`src/rtl/laser_scheduler.sv`:
```
`timescale 1ns/1ps
// laser_scheduler: owns the player laser pool in the play state. Fire-key presses become
// pending shot requests that are allocated to the lowest free slot on a frame tick. Every
// frame tick each live laser is first checked for a hit, then moved up, then a new shot
// may be placed.
// Optional feature macro: LASER_AUTOFIRE_EN. When defined, a held fire key re-arms the
// shot request every Clk, so holding the key fires at every READY opportunity.
module laser_scheduler #(
    parameter int unsigned NUM_SLOTS       = 4,
    parameter int unsigned SLOT_W          = 2,
    parameter int unsigned COOLDOWN_FRAMES = 8,
    parameter int unsigned LASER_SPEED     = 6,
    parameter logic [7:0]  FIRE_KEY        = 8'h2C,
    parameter int unsigned X_OFFSET        = 7
) (
    input  logic                    Clk,
    input  logic                    Reset,
    input  logic                    frame_clk,
    input  logic                    play,
    input  logic [7:0]              keycode,
    input  logic [9:0]              x_pos,
    input  logic [9:0]              y_pos,
    input  logic                    hit_valid,
    input  logic [SLOT_W-1:0]       hit_slot,
    output logic [NUM_SLOTS-1:0]    slot_active,
    output logic [NUM_SLOTS*10-1:0] slot_x,
    output logic [NUM_SLOTS*10-1:0] slot_y,
    output logic                    fire_ack,
    output logic [15:0]             shots_fired
);

    localparam int unsigned CD_W = (COOLDOWN_FRAMES > 0) ? $clog2(COOLDOWN_FRAMES + 1) : 1;
    localparam logic [CD_W-1:0] CD_LOAD = CD_W'(COOLDOWN_FRAMES);
    localparam logic [9:0] SPEED = 10'(LASER_SPEED);
    localparam logic [9:0] XOFF  = 10'(X_OFFSET);

    typedef enum logic [1:0] {StIdle, StReady, StCool} state_e;

    state_e                      state_q, state_d;
    logic [CD_W-1:0]             cool_q, cool_d;
    logic                        pend_q, pend_d;
    logic                        press_q;
    logic                        fc_meta_q, fc_sync_q, fc_prev_q;
    logic [NUM_SLOTS-1:0]        act_q, act_d;
    logic [NUM_SLOTS-1:0][9:0]   x_q, x_d, y_q, y_d;
    logic                        ack_q, ack_d;
    logic [15:0]                 shots_q, shots_d;

    logic                        press;
    logic                        press_set;
    logic                        frame_tick;
    logic                        found;
    logic [SLOT_W-1:0]           free_idx;

    assign press      = (keycode == FIRE_KEY);
    assign frame_tick = fc_sync_q & ~fc_prev_q;

`ifdef LASER_AUTOFIRE_EN
    assign press_set = press;
`else
    assign press_set = press & ~press_q;
`endif

    assign slot_active = act_q;
    assign slot_x      = x_q;
    assign slot_y      = y_q;
    assign fire_ack    = ack_q;
    assign shots_fired = shots_q;

    // Next-state: play gating, hit/advance/allocate ordering and the cooldown FSM.
    always_comb begin
        state_d  = state_q;
        cool_d   = cool_q;
        pend_d   = pend_q | press_set;
        act_d    = act_q;
        x_d      = x_q;
        y_d      = y_q;
        ack_d    = 1'b0;
        shots_d  = shots_q;
        found    = 1'b0;
        free_idx = '0;

        if (!play) begin
            state_d = StIdle;
            act_d   = '0;
            x_d     = '0;
            y_d     = '0;
            cool_d  = '0;
            pend_d  = 1'b0;
        end else if (state_q == StIdle) begin
            state_d = StReady;
            pend_d  = 1'b0;
        end else begin
            // A hit on an already inactive slot leaves it inactive, so no guard is needed.
            if (hit_valid) begin
                act_d[hit_slot] = 1'b0;
            end
            if (frame_tick) begin
                // The request is consumed by this tick whether or not it is granted.
                pend_d = 1'b0;
                for (int i = 0; i < int'(NUM_SLOTS); i++) begin
                    if (act_d[i]) begin
                        if (y_q[i] < SPEED) begin
                            act_d[i] = 1'b0;
                        end else begin
                            y_d[i] = y_q[i] - SPEED;
                        end
                    end
                end
                if (state_q == StCool) begin
                    cool_d = cool_q - CD_W'(1);
                    if (cool_q == CD_W'(1)) begin
                        state_d = StReady;
                    end
                end else if (pend_q) begin
                    for (int i = 0; i < int'(NUM_SLOTS); i++) begin
                        if (!found && !act_d[i]) begin
                            found    = 1'b1;
                            free_idx = SLOT_W'(i);
                        end
                    end
                    // A full pool drops the shot and stays READY.
                    if (found) begin
                        act_d[free_idx] = 1'b1;
                        x_d[free_idx]   = x_pos + XOFF;
                        y_d[free_idx]   = y_pos;
                        ack_d           = 1'b1;
                        if (shots_q != 16'hFFFF) begin
                            shots_d = shots_q + 16'd1;
                        end
                        if (COOLDOWN_FRAMES != 0) begin
                            state_d = StCool;
                            cool_d  = CD_LOAD;
                        end
                    end
                end
            end
        end
    end

    // State registers, frame_clk synchronizer and fire-key history.
    always_ff @(posedge Clk or negedge Reset) begin
        if (!Reset) begin
            state_q   <= StIdle;
            cool_q    <= '0;
            pend_q    <= 1'b0;
            press_q   <= 1'b0;
            fc_meta_q <= 1'b0;
            fc_sync_q <= 1'b0;
            fc_prev_q <= 1'b0;
            act_q     <= '0;
            x_q       <= '0;
            y_q       <= '0;
            ack_q     <= 1'b0;
            shots_q   <= '0;
        end else begin
            state_q   <= state_d;
            cool_q    <= cool_d;
            pend_q    <= pend_d;
            press_q   <= press;
            fc_meta_q <= frame_clk;
            fc_sync_q <= fc_meta_q;
            fc_prev_q <= fc_sync_q;
            act_q     <= act_d;
            x_q       <= x_d;
            y_q       <= y_d;
            ack_q     <= ack_d;
            shots_q   <= shots_d;
        end
    end

endmodule
```
`config.mk`:
```
export PLATFORM = sky130hd
export DESIGN_NAME = laser_scheduler
export DESIGN_NICKNAME = d
export VERILOG_FILES = /design/src/rtl/laser_scheduler.sv
export SDC_FILE = /design/constraint.sdc
export NUM_CORES = 1
export LEC_CHECK = 0
export BUFFER_PORTS_ARGS = -buffer_cell sky130_fd_sc_hd__buf_2
export CORE_ASPECT_RATIO = 1.2
export CORE_MARGIN = 8
export CORE_UTILIZATION = 55
export DETAILED_ROUTE_END_ITERATION = 10
export PLACE_DENSITY_LB_ADDON = 0.08
export SYNTH_ARGS = -nofsm -noshare
export SYNTH_HDL_FRONTEND = slang
export SYNTH_SLANG_ARGS = --single-unit
```
`constraint.sdc`:
```
create_clock -name Clk -period 3 [get_ports Clk]
set_input_delay 0.6 -clock Clk [delete_from_list [all_inputs] [get_ports Clk]]
set_output_delay 0.6 -clock Clk [all_outputs]
set_load 0.005 [all_outputs]
```
==> key figures, run 1 <==
STA
  – Final setup TNS: 0 ps
  – WHS: 181.5 ps
  – RSZ-0062 raised after global routing: no
  – Final setup fails: 0
  – Final period util: 88.06%
  – Hold Fails Final Rpt: 0
  – Max Clock Freq: 378.5 MHz
  – Slew @ Worst Pin: 813.1 ps
  – Worst slew margin: 45.43%
  – Final Max Tran Viols: 0
  – Min cycle time layout: 2642 ps
  – Worst clock skew: 7.629 ps

Critical path
  – Worst setup SP type: flip-flop
  – Worst EP required: 3240 ps
  – Crit path buf inv count: 1
  – Slowest stage delay, CP: 500 ps
  – CP endpoint kind: flip-flop
  – Worst path slowest cell: a2111oi_4
  – Critical path class: flip-flop to flip-flop
  – Crit-path cells: a2111oi_4 > and3_1 > nand2b_1 > nand4_2 > buf_4 > nand3_1 > o21ai_0
  – WP data arrival: 2880 ps
  – Critical Path Fanout Max: 14
  – Top delay family on crit path: simple AND/OR/NAND/NOR gates

Power
  – Comb pwr share: 8.8%
  – Sw frac: 27.13%
  – Clock Power Share: 40.0%
  – Pwr/cell area: 408.5 mW/mm^2
  – Internal power: 2.206 mW
  – Leakage: 3.654 nW
  – Seq pwr share: 51.2%
  – Net Switching: 0.8215 mW
  – Worst VDD drop: 235.7 uV

Synth
  – Sequential area share after synthesis: 44.89%
  – Syn. warnings: 0
  – Gate Count Post-Synth: 686
  – Post-synthesis cell area: 0.006243 mm^2
  – Synthesized flop and latch total: 112
  – Unique masters post-synth: 71
  – Post-synthesis net count: 729
  – Synth Flop Type: dfrtp_1
  – Ys async rst share: 100.0%
  – Post-synth EDFFs: 0
  – Syn avg cell area: 9.101 um^2

Hold path
  – Hold/Removal Path Class: primary input to asynchronous set/reset pin

Detailed routing
  – Wirelength per Cell: 19.68 um
  – Drt first-iter violations: 499
  – Vias/cell: 6.219
  – First-pass iteration count of the detailed router: 5
  – Remaining antenna violation count after routing: 0
  – DRC viols: 0
  – DR vias: 5952
  – Wirelength, routed: 18840 um

Status
  – Outcome: finished, final reports clean

Clock tree
  – Setup Buffers After CTS: 0
  – Clock transition at path regs: 80 ps
  – Clock Latency Late Sink: 360 ps
  – Worst-case clock buffer depth: 2
  – H-tree Lvls: 3
  – CTS tree: built
  – Root buffer cell: clkbuf_16
  – CTS Hold Bufs: 0
  – Total CTS buffers: 9
  – Post_cts resized: 0
  – # clock sinks: 112

Final layout
  – Share of cells above drive strength 1: 24.48%
  – # nets final: 863
  – Synth-to-layout area growth: 18.72%
  – Ant diodes: 0
  – Most frequent cells in the layout: buf_2, dfrtp_1, nand2_1, o21ai_0, nor2_1
  – Finished Cell Area: 0.007412 mm^2
  – Commonest non-fill, non-tap cell in the layout: buf_2

Global route
  – Largest net degree at the start of global routing: 56
  – Vias in the first global route: 5926
  – First-pass GRT wire length: 30590 um
  – Total gr overflow: 0
  – Global-route usage over all layers: 24.97%
  – Initial antenna violation count: 0

Floorplanning
  – Row count: 42
  – Core area: 0.01104 mm^2
  – I/O pin count: 136
  – Die Span Y: 132.7 um
  – Die footprint: 0.01503 mm^2
  – Starting Density: 56.58%
  – Die X-Extent: 113.3 um

Place
  – Port-buffer cells: 135
  – DP Area: 0.007114 mm^2
  – HPWL Detailed: 13570 um
  – Gpl congestion: 0.9015

Job
  – Maxcap violations: 0
-- metal layers --
metal / wire length [um] / vias up / GRT usage (%)
li1: - / 2782 / -
met1: 7569 / 2876 / 30.27
met2: 9210 / 248 / 41.75
met3: 1424 / 46 / 5.098
met4: 632 / 0 / 11.20
met5: 0 / - / 0
-- layout make-up --
cell class,instances,area (um^2)
clock buffer,9,225.2
clock inverter,7,72.57
fill,890,3623
inverter,10,37.54
multi-input combinational,530,3253
sequential,112,2803
tap,132,165.2
timing repair buffer,157,855.8
-- final timing paths --
check / cells after the start / slack [ps] / endpoint / startpoint
worst max-delay path: 7 / 360 / slot_x[35]$_DFFE_PN0P_ / slot_y[31]$_DFFE_PN0P_
max in group asynchronous: 2 / 2060 / slot_y[11]$_DFFE_PN0P_ / Reset
worst max register to register: 7 / 360 / slot_x[35]$_DFFE_PN0P_ / slot_y[31]$_DFFE_PN0P_
worst min-delay path: 1 / 180 / slot_y[39]$_DFFE_PN0P_ / Reset
worst min register to register: 0 / 350 / fc_sync_q$_DFF_PN0_ / fc_meta_q$_DFF_PN0_
min in group Clk: 0 / 350 / fc_sync_q$_DFF_PN0_ / fc_meta_q$_DFF_PN0_
-- synth_stat cells, types with 3 or more instances --
library cell  instances  area share (%)
nand2_1              74             4.4
nand2b_1              5            0.50
o2111ai_1             4            0.56
clkbuf_1             24             1.4
nor3_1               26             2.1
o22ai_1               3            0.30
and2_1                7            0.70
a2111oi_4             3             1.3
dfrtp_1             112              45
mux2i_1              20             3.2
nand4_1              11             1.1
a21o_1                4            0.48
inv_1                 9            0.54
a211oi_1              3            0.36
and3_1               10             1.0
a22o_1                7            0.98
ha_1                  8             1.6
a31oi_1               8            0.80
buf_2                 6            0.48
xnor2_1              21             2.9
mux2_2                7             1.3
o211ai_1              6            0.72
o21a_1                3            0.36
nor2_1               64             3.8
o21ai_0              71             5.7
nor2b_1               6            0.60
or3_1                 5            0.50
nor4_1               10             1.0
nand3_1              48             3.8
o31ai_1               6            0.72
o21ai_2               7            0.98
a22oi_1               3            0.36
a21oi_1              33             2.6
-- power groups by stage --
stage               Combinational [mW]  Clock (mW)  Sequential (mW)
finish                           0.266        1.21             1.55
global placement                 0.259           0             1.58
global route                     0.291        1.27             1.55
CTS                              0.266        1.23             1.55
detailed placement               0.264           0             1.58
floorplan                        0.133           0             1.57
-- cell families after synthesis --
| group | count (synthesis) | share of synthesized area [%] |
|---|---|---|
| xor gates and xnor gates | 23 | 3.227 |
| AOI/OAI and AO/OA | 189 | 20.44 |
| muxes | 27 | 4.469 |
| buffers and inverters | 44 | 3.006 |
| DFF | 112 | 44.89 |
| and+or+nand+nor | 283 | 22.37 |
| adders and majority gates | 8 | 1.603 |
-- per-stage QoR --
step                std cells  worst slack (ps)  power [mW]  util, %
floorplan                 686             718.9       1.705        -
global placement          941             408.8       1.839    64.47
detailed placement        941             340.6       1.845    64.47
CTS                       957             387.1       3.047    67.17
global route              957             227.8       3.119    67.17
finish                    957             358.1       3.028    67.17
-- sequential cells by signal, indices dropped and copies added (netlist names) --
name / count
press_q: 1
slot_y: 40
fc_sync_q: 1
state_q: 2
slot_x: 40
fc_prev_q: 1
cool_q: 4
fc_meta_q: 1
shots_fired: 16
pend_q: 1
slot_active: 4
fire_ack: 1
(Power assumes the default switching activity.)
==> inputs of run 2 (changes only) <==
--- a/constraint.sdc
+++ b/constraint.sdc
@@ -3,2 +3,2 @@
 set_output_delay 0.6 -clock Clk [all_outputs]
-set_load 0.005 [all_outputs]
+set_load 0.1 [all_outputs]
==> run 2 against run 1 <==
  * Combinational power rose by 41%
  * Die area did not move
  * Clock-buffer cell count did not move
  * Sequential power about the same
  * Routed wire length down 0.58%
  * Register-to-register slack gained 40 ps
  * Maximum frequency is 1.5% higher
  * Final cell count is 0.10% higher
  * Critical path type unchanged
  * Highest routed layer unchanged
==> key figures, run 2 (synthesis results as in run 1) <==
Floorplanning
  – Row count: 42 (unchanged)
  – Starting Density: 56.58% (unchanged)
  – Die Span Y: 132.7 um (unchanged)
  – Die footprint: 0.01503 mm^2 (unchanged)
  – Die X-Extent: 113.3 um (unchanged)
  – Core area: 0.01104 mm^2 (unchanged)
  – I/O pin count: 136 (unchanged)

Final layout
  – Synth-to-layout area growth: 18.70% (about the same)
  – Share of cells above drive strength 1: 24.58% (+0.091 points)
  – # nets final: 864 (+0.12%)
  – Finished Layout Cells: 958 (+0.10%)
  – Reg area: 0.002803 mm^2 (unchanged)
  – # fillers: 915 (+2.8%)
  – Commonest non-fill, non-tap cell in the layout: buf_2
  – Multi-input gate area: 0.003253 mm^2 (unchanged)
  – Most frequent cells in the layout: buf_2, dfrtp_1, nand2_1, o21ai_0, nor2_1
  – Ant diodes: 0 (unchanged)

Global route
  – Largest net degree at the start of global routing: 56 (unchanged)
  – Initial antenna violation count: 0 (unchanged)
  – Total gr overflow: 0 (unchanged)
  – Global-route usage over all layers: 25.00% (+0.026 points)
  – First-pass GRT wire length: 30420 um (-0.56%)
  – Vias in the first global route: 5957 (+0.52%)

STA
  – Final setup fails: 0 (unchanged)
  – RSZ-0062 raised after global routing: no
  – Final period util: 86.73% (-1.3 points)
  – Hold Fails Final Rpt: 0 (unchanged)
  – Final Max Tran Viols: 0 (unchanged)
  – Final setup TNS: 0 ps (unchanged)
  – Worst clock skew: 9.896 ps (+2.267 ps)
  – Worst slew margin: 43.47% (-2.0 points)
  – Slew @ Worst Pin: 842.2 ps (+29.09 ps)
  – Min cycle time layout: 2602 ps (-39.89 ps)
  – Max Clock Freq: 384.3 MHz (+1.5%)

Critical path
  – Cell depth of the worst flop-to-flop path: 7 (unchanged)
  – Worst path slowest cell: dfrtp_1
  – Worst R2R Start: slot_y[31]$_DFFE_PN0P_
  – Worst setup SP type: flip-flop
  – R2R setup slack: 400 ps (+40 ps)
  – Crit path launch: slot_y[31]$_DFFE_PN0P_
  – Worst EP required: 3230 ps (about the same)
  – CP endpoint kind: flip-flop
  – Crit-path cells: a2111oi_4 > and3_1 > nand2b_1 > nand4_2 > buf_4 > nand3_1 > o21ai_0
  – Slowest stage delay, CP: 490 ps (about the same)
  – Critical path class: flip-flop to flip-flop
  – R2R Path End: slot_x[35]$_DFFE_PN0P_
  – WP data arrival: 2840 ps (-40 ps)
  – Crit path capture: slot_x[35]$_DFFE_PN0P_
  – Critical Path Fanout Max: 14 (unchanged)

Clock tree
  – Root buffer cell: clkbuf_16
  – Setup Buffers After CTS: 0 (unchanged)
  – Clock transition at path regs: 80 ps (about the same)
  – Post_cts resized: 0 (unchanged)
  – CTS tree: built
  – H-tree Lvls: 3 (unchanged)
  – # clock sinks: 112 (unchanged)
  – Worst-case clock buffer depth: 2 (unchanged)
  – Clock Latency Late Sink: 360 ps (about the same)
  – CTS Hold Bufs: 0 (unchanged)
  – Total CTS buffers: 9 (unchanged)

Job
  – Maxcap violations: 0 (unchanged)

Detailed routing
  – DRC viols: 0 (unchanged)
  – DR vias: 5971 (+0.32%)
  – Vias/cell: 6.233 (+0.21%)
  – Drt first-iter violations: 497 (-0.40%)
  – Remaining antenna violation count after routing: 0 (unchanged)
  – Wirelength per Cell: 19.55 um (-0.69%)
  – First-pass iteration count of the detailed router: 7 (+2)
  – Wirelength, routed: 18730 um (-0.58%)

Place
  – HPWL Detailed: 13630 um (+0.47%)
  – Placed cell count: 942 (+0.11%)
  – Port-buffer cells: 135 (unchanged)
  – Gpl congestion: 0.9151 (+1.5%)

Hold path
  – Hold/Removal Path Class: primary input to asynchronous set/reset pin

Power
  – Pwr/cell area: 418.1 mW/mm^2 (+2.3%)
  – Leakage: 3.659 nW (+0.12%)
  – Worst VDD drop: 229.1 uV (-2.8%)

Status
  – Outcome: finished, final reports clean
-- run 2: cell types whose count changed in the layout (fill, tap and decap cells not counted), sizes merged --
cell,change
buf,+1
clkinv,+3
clkinvlp,-1
inv,-2
-- run 2: power by group --
group / leakage, nW / switching, mW / internal (mW) / total (mW)
Combinational: 1.97 / 0.286 / 0.0883 / 0.374
Clock: 0.142 / 0.593 / 0.581 / 1.17
Sequential: 1.55 / 0.0230 / 1.53 / 1.55
-- run 2: worst min-delay path by stage --
stage,from,to,cells past startpoint
final,Reset,slot_y[39]$_DFFE_PN0P_,1
after global routing,Reset,slot_y[18]$_DFFE_PN0P_,1
after CTS,Reset,slot_y[34]$_DFFE_PN0P_,1
after detailed placement,fc_meta_q$_DFF_PN0_,fc_sync_q$_DFF_PN0_,0
after global placement,fc_meta_q$_DFF_PN0_,fc_sync_q$_DFF_PN0_,0
after floorplan,Reset,cool_q[0]$_DFFE_PN0P_,0
-- run 2: through the flow --
stage	power, mW	instance area, um^2	setup WS [ps]	util (%)	hold slack (ps)
finish	3.098	7411	398.0	67.15	179.5
global placement	1.948	7122	409.0	64.54	332.9
global route	3.196	7411	244.4	67.15	207.2
detailed placement	1.954	7122	285.9	64.54	340.2
floorplan	1.812	6243	211.0	-	304.4
CTS	3.113	7411	406.0	67.15	192.5
-- run 2: final cells by class --
type | instances | share of cell area (%)
Clock buffer | 9 | 3.039
Clock inverter | 7 | 0.8610
Inverter | 10 | 0.5065
Multi-Input combinational cell | 530 | 43.90
Sequential cell | 112 | 37.82
Tap cell | 132 | 2.229
Timing Repair Buffer | 158 | 11.65
-- run 2: worst max-delay path, delay by kind of cell, from the launching register on --
kind | cells | cell delay (ps)
AOI/OAI and AO/OA | 2 | 570
buffers and inverters | 1 | 290
DFF | 1 | 490
and+or+nand+nor | 4 | 1130
-- run 2: routing by layer --
metal  share of wire, %  GRT usage [%]  up-vias  routed length, um
li1                   -              -     2779                  -
met1                 40          29.85     2895               7504
met2                 49          41.88      257               9214
met3                7.8          5.781       40               1462
met4                2.9          11.13        0                543
met5                  0              0        -                  0
